[src/rtl/gf_rowseq_ctrl.sv]
// GF(2^16) multiplier P = A*B mod G(x) that reuses one MSB-first shift/multiply/reduce row
// over 16 cycles, with valid/ready handshakes on the operand and result sides.
module gf_rowseq_ctrl #(
    parameter int unsigned M = 16
) (
    input  logic         clk,
    input  logic         rst_n,
    input  logic         in_valid,
    output logic         in_ready,
    input  logic [M-1:0] a_in,
    input  logic [M-1:0] b_in,
    input  logic [M-1:0] g_in,
    output logic         out_valid,
    input  logic         out_ready,
    output logic [M-1:0] p_out,
    output logic         busy
);

    typedef enum logic [1:0] {StIdle, StRun, StHold} state_e;

    state_e       state_q, state_d;
    logic [3:0]   cnt_q, cnt_d;
    logic [M-1:0] a_q, a_d;
    logic [M-1:0] b_q, b_d;
    logic [M-1:0] g_q, g_d;
    logic [M-1:0] p_q, p_d;
    logic         out_valid_q, out_valid_d;
    logic         busy_q, busy_d;

    logic         accept;
    logic [M-1:0] p_step;

    // HOLD passes out_ready straight through so a new accept can consume the old result.
    assign in_ready = (state_q == StIdle) | ((state_q == StHold) & out_ready);
    assign accept   = in_valid & in_ready;

    // One row: shift, add A when the current B bit is set, fold x^16 back in via G.
    assign p_step = {p_q[M-2:0], 1'b0}
                  ^ (b_q[cnt_q] ? a_q : '0)
                  ^ (p_q[M-1]   ? g_q : '0);

    always_comb begin
        state_d     = state_q;
        cnt_d       = cnt_q;
        a_d         = a_q;
        b_d         = b_q;
        g_d         = g_q;
        p_d         = p_q;
        out_valid_d = out_valid_q;
        busy_d      = busy_q;

        unique case (state_q)
            StIdle, StHold: begin
                if (accept) begin
                    a_d         = a_in;
                    b_d         = b_in;
                    g_d         = g_in;
                    p_d         = '0;
                    cnt_d       = 4'(M - 1);
                    state_d     = StRun;
                    out_valid_d = 1'b0;
                    busy_d      = 1'b1;
                end else if (state_q == StHold && out_ready) begin
                    state_d     = StIdle;
                    out_valid_d = 1'b0;
                end
            end
            StRun: begin
                p_d = p_step;
                if (cnt_q == 4'd0) begin
                    state_d     = StHold;
                    out_valid_d = 1'b1;
                    busy_d      = 1'b0;
                end else begin
                    cnt_d = cnt_q - 4'd1;
                end
            end
            default: begin
                state_d     = StIdle;
                out_valid_d = 1'b0;
                busy_d      = 1'b0;
            end
        endcase
    end

    always_ff @(posedge clk or negedge rst_n) begin
        if (!rst_n) begin
            state_q     <= StIdle;
            cnt_q       <= 4'd0;
            a_q         <= '0;
            b_q         <= '0;
            g_q         <= '0;
            p_q         <= '0;
            out_valid_q <= 1'b0;
            busy_q      <= 1'b0;
        end else begin
            state_q     <= state_d;
            cnt_q       <= cnt_d;
            a_q         <= a_d;
            b_q         <= b_d;
            g_q         <= g_d;
            p_q         <= p_d;
            out_valid_q <= out_valid_d;
            busy_q      <= busy_d;
        end
    end

    assign out_valid = out_valid_q;
    assign busy      = busy_q;
    assign p_out     = p_q;

endmodule

[config.mk]
export PLATFORM = sky130hd
export DESIGN_NAME = gf_rowseq_ctrl
export DESIGN_NICKNAME = d
export VERILOG_FILES = /design/src/rtl/gf_rowseq_ctrl.sv
export SDC_FILE = /design/constraint.sdc
export NUM_CORES = 1
export LEC_CHECK = 0
export ABC_AREA = 1
export CORE_MARGIN = 4
export CORE_UTILIZATION = 55
export DETAILED_ROUTE_END_ITERATION = 8
export MAX_ROUTING_LAYER = met4
export PLACE_DENSITY_LB_ADDON = 0.2
export SETUP_SLACK_MARGIN = 0.5
export SYNTH_ARGS = -nofsm -noshare
export SYNTH_HDL_FRONTEND = slang
export SYNTH_SLANG_ARGS = --single-unit
[constraint.sdc]
create_clock -name clk -period 3.35 [get_ports clk]
set_clock_uncertainty 0.15 [all_clocks]
set_input_delay 0.5025 -clock clk [delete_from_list [all_inputs] [get_ports clk]]
set_output_delay 0.5025 -clock clk [all_outputs]
set_load 0.05 [all_outputs]
==> key figures <==
Critical path
  – Critical Path Sink Type: primary output
  – Critical Path Start Type: primary input
  – Reg2Reg Setup Slack: 1.32 ns
  – Worst Reg-to-Reg Cells: 8
  – Critical path required time: 2.70 ns
  – RR Endpoint: p_out[13]
  – Kind of critical path: primary input to primary output
  – Arrival time worst endpoint: 2.00 ns
  – Critical R2R Launch: out_valid
  – Largest driver fanout on the critical path: 2

Clocking
  – Num Clock Sinks: 71
  – # Post-CTS Setup Buffers: 0
  – Worst-skew pair later-pin latency: 0.33 ns
  – Depth of the CTS H-tree: 3
  – Worst-path clk slew: 0.07 ns
  – CTS tree: done
  – TritonCTS Buffers: 9
  – Cts repair resizes: 0
  – Root Driver: clkbuf_8
  – Bufs on Longest Clock Path: 2
  – Post-CTS Hold Buffers: 0

Yosys
  – Cell variety after synth: 25
  – Asr flop ratio synth: 100.0%
  – Cell Area, Synth: 3467 µm²
  – Main synth FF type: dfrtp_1
  – Number of flops mapped to enable cells by yosys: 0
  – YS warnings: 0
  – FF+latch count, synth: 71
  – Syn avg cell area: 9.345 µm²
  – Mapped Nets: 424
  – Sequential area share after synthesis: 51.25%
  – Gate Count Post-Synth: 371

Final layout
  – Fin util: 72.24%
  – Final net count: 493
  – Final Cell Area: 4353 µm²
  – Share of layout cells above drive strength 1: 14.38%
  – Layout overhead on the synthesized area: 25.55%
  – Most frequent cells in the layout: nand2_1 (106), dfrtp_1 (71), clkdlybuf4s50_1 (69)
  – N_diodes: 0
  – Commonest non-fill, non-tap cell in the layout: nand2_1

Hold path
  – Hold Path Class: primary input to async pin

Global route
  – Largest net degree at the start of global routing: 72
  – Global route overflow: 0
  – Vias in the first global route: 2708
  – First-pass GRT wire length: 12.59 mm
  – Initial antenna violation count: 0
  – Gr usage total: 21.89%

Route
  – Routed wire length: 7.339 mm
  – Vias: 2708
  – DRT iter0 DRCs: 168
  – Vias per inst: 5.208
  – WL/cell: 14.11 µm
  – Antenna-violating nets left: 0
  – DRC: 0
  – Drt first pass iters: 4

Power and ir drop
  – Switching share of total power: 44.26%
  – Psw: 2.010 mW
  – Pwr Density: 1044 nW/µm²
  – P_leak: 2.156 nW
  – Clk pwr share: 14.7%
  – Sequential share of power: 34.9%
  – Peak VDD IR: 0.0007108 V
  – Int Power: 2.532 mW
  – Comb power frac: 50.4%

Run status
  – Status: complete, no violations

STA
  – Worst-Margin Slew: 0.8852 ns
  – Rel. slew slack: 40.98%
  – Max-slew violations: 0
  – Final hold viol count: 0
  – Final worst-path cycle share: 79.05%
  – Final min period: 2.648 ns
  – Setup violations, final: 0
  – Max Freq: 377.6 MHz
  – Final Hold Slack: 0.1376 ns
  – Final setup TNS: 0 ns
  – RSZ-0062 raised after global routing: no

Floorplan
  – Ports: 71
  – Die H: 87.40 µm
  – Core area: 6026 µm²
  – Rows: 28
  – Die area: 7638 µm²
  – Die X: 87.40 µm
  – Initial core utilization: 57.54%

Place
  – Cell Area, Placed: 4163 µm²
  – Gpl congestion: 0.8423
  – DP HPWL: 4.898 mm
  – Port bufs: 70

Job
  – Max Cap Viol: 0
-- metal layers --
metal / GRT usage (%) / vias to the layer above / wire (µm)
met1: 29.24 / 1304 / 3376
met4: 8.229 / 0 / 109
li1: - / 1316 / -
met2: 33.63 / 78 / 3503
met3: 3.690 / 10 / 350
met5: - / - / 0
-- worst max-delay path: stages --
cell and delay (ns):
clkdlybuf4s50_1 0.47, nor2_2 0.05, nor2_2 0.14, clkdlybuf4s50_1 0.83
-- logic make-up (layout without fill, tap and decap cells) --
family                   count (synthesis)  count (layout)  synth area share (%)
buffers and inverters                   54             128                 7.651
adder cells (fa/ha/maj)                  1               1                0.3608
AND/OR/NAND/NOR                        174             174                 21.76
multiplexers                            34              34                 11.80
XOR/XNOR                                15              15                 3.789
AO/OA/AOI/OAI                           22              22                 3.392
flip-flops                              71              71                 51.24
-- per-stage QoR --
step	worst slack, ns	cells	power, mW
4_1_cts	0.6999	520	4.569
2_1_floorplan	1.147	371	3.356
3_5_place_dp	0.7092	504	3.884
6_report	0.7019	520	4.543
5_1_grt	0.6443	520	4.917
3_3_place_gp	0.7137	504	3.773
-- how the worst max path moves through the flow --
stage / end / start / slack, ns
after floorplan: a_q[10] / out_valid / 1.15
after global placement: in_ready / out_ready / 0.71
after detailed placement: in_ready / out_ready / 0.71
after CTS: in_ready / out_ready / 0.70
after global routing: in_ready / out_ready / 0.64
final: in_ready / out_ready / 0.70
-- synth_stat cells, types with 2 or more instances --
cell | instances | area share [%]
nor2_1 | 15 | 1.6
mux2_4 | 7 | 3.0
nand3_1 | 43 | 6.2
mux2_2 | 27 | 8.8
nor2_2 | 2 | 0.36
xor2_1 | 15 | 3.8
buf_2 | 8 | 1.2
nand2_1 | 106 | 11
inv_1 | 36 | 3.9
o21ai_1 | 3 | 0.43
inv_2 | 3 | 0.32
buf_6 | 7 | 2.3
nand3_2 | 2 | 0.58
o21ai_0 | 2 | 0.29
dfrtp_1 | 71 | 51
a21oi_1 | 14 | 2.0
nand2_4 | 2 | 0.65
-- final cells by class --
type	instances	area [µm²]
timing repair buffer	73	720.7
sequential	71	1777
multi-input combinational	246	1425
clock inverter	4	45.04
fill	459	1673
inverter	39	146.4
clock buffer	12	145.1
tap	75	93.84
-- power by group through the flow --
| stage | Combinational, mW | Sequential [mW] | Clock [mW] |
|---|---|---|---|
| 2_1_floorplan | 1.52 | 1.84 | 0 |
| 3_3_place_gp | 2.20 | 1.57 | 0 |
| 3_5_place_dp | 2.29 | 1.59 | 0 |
| 4_1_cts | 2.30 | 1.58 | 0.680 |
| 5_1_grt | 2.55 | 1.64 | 0.720 |
| 6_report | 2.29 | 1.59 | 0.669 |
-- sequential cells by signal, summed over array words and instances, names as in the netlist --
signal	count
a_q	16
busy	1
g_q	16
state_q	1
out_valid	1
p_out	16
cnt_q	4
b_q	16
Power figures use the tool's default switching activity.
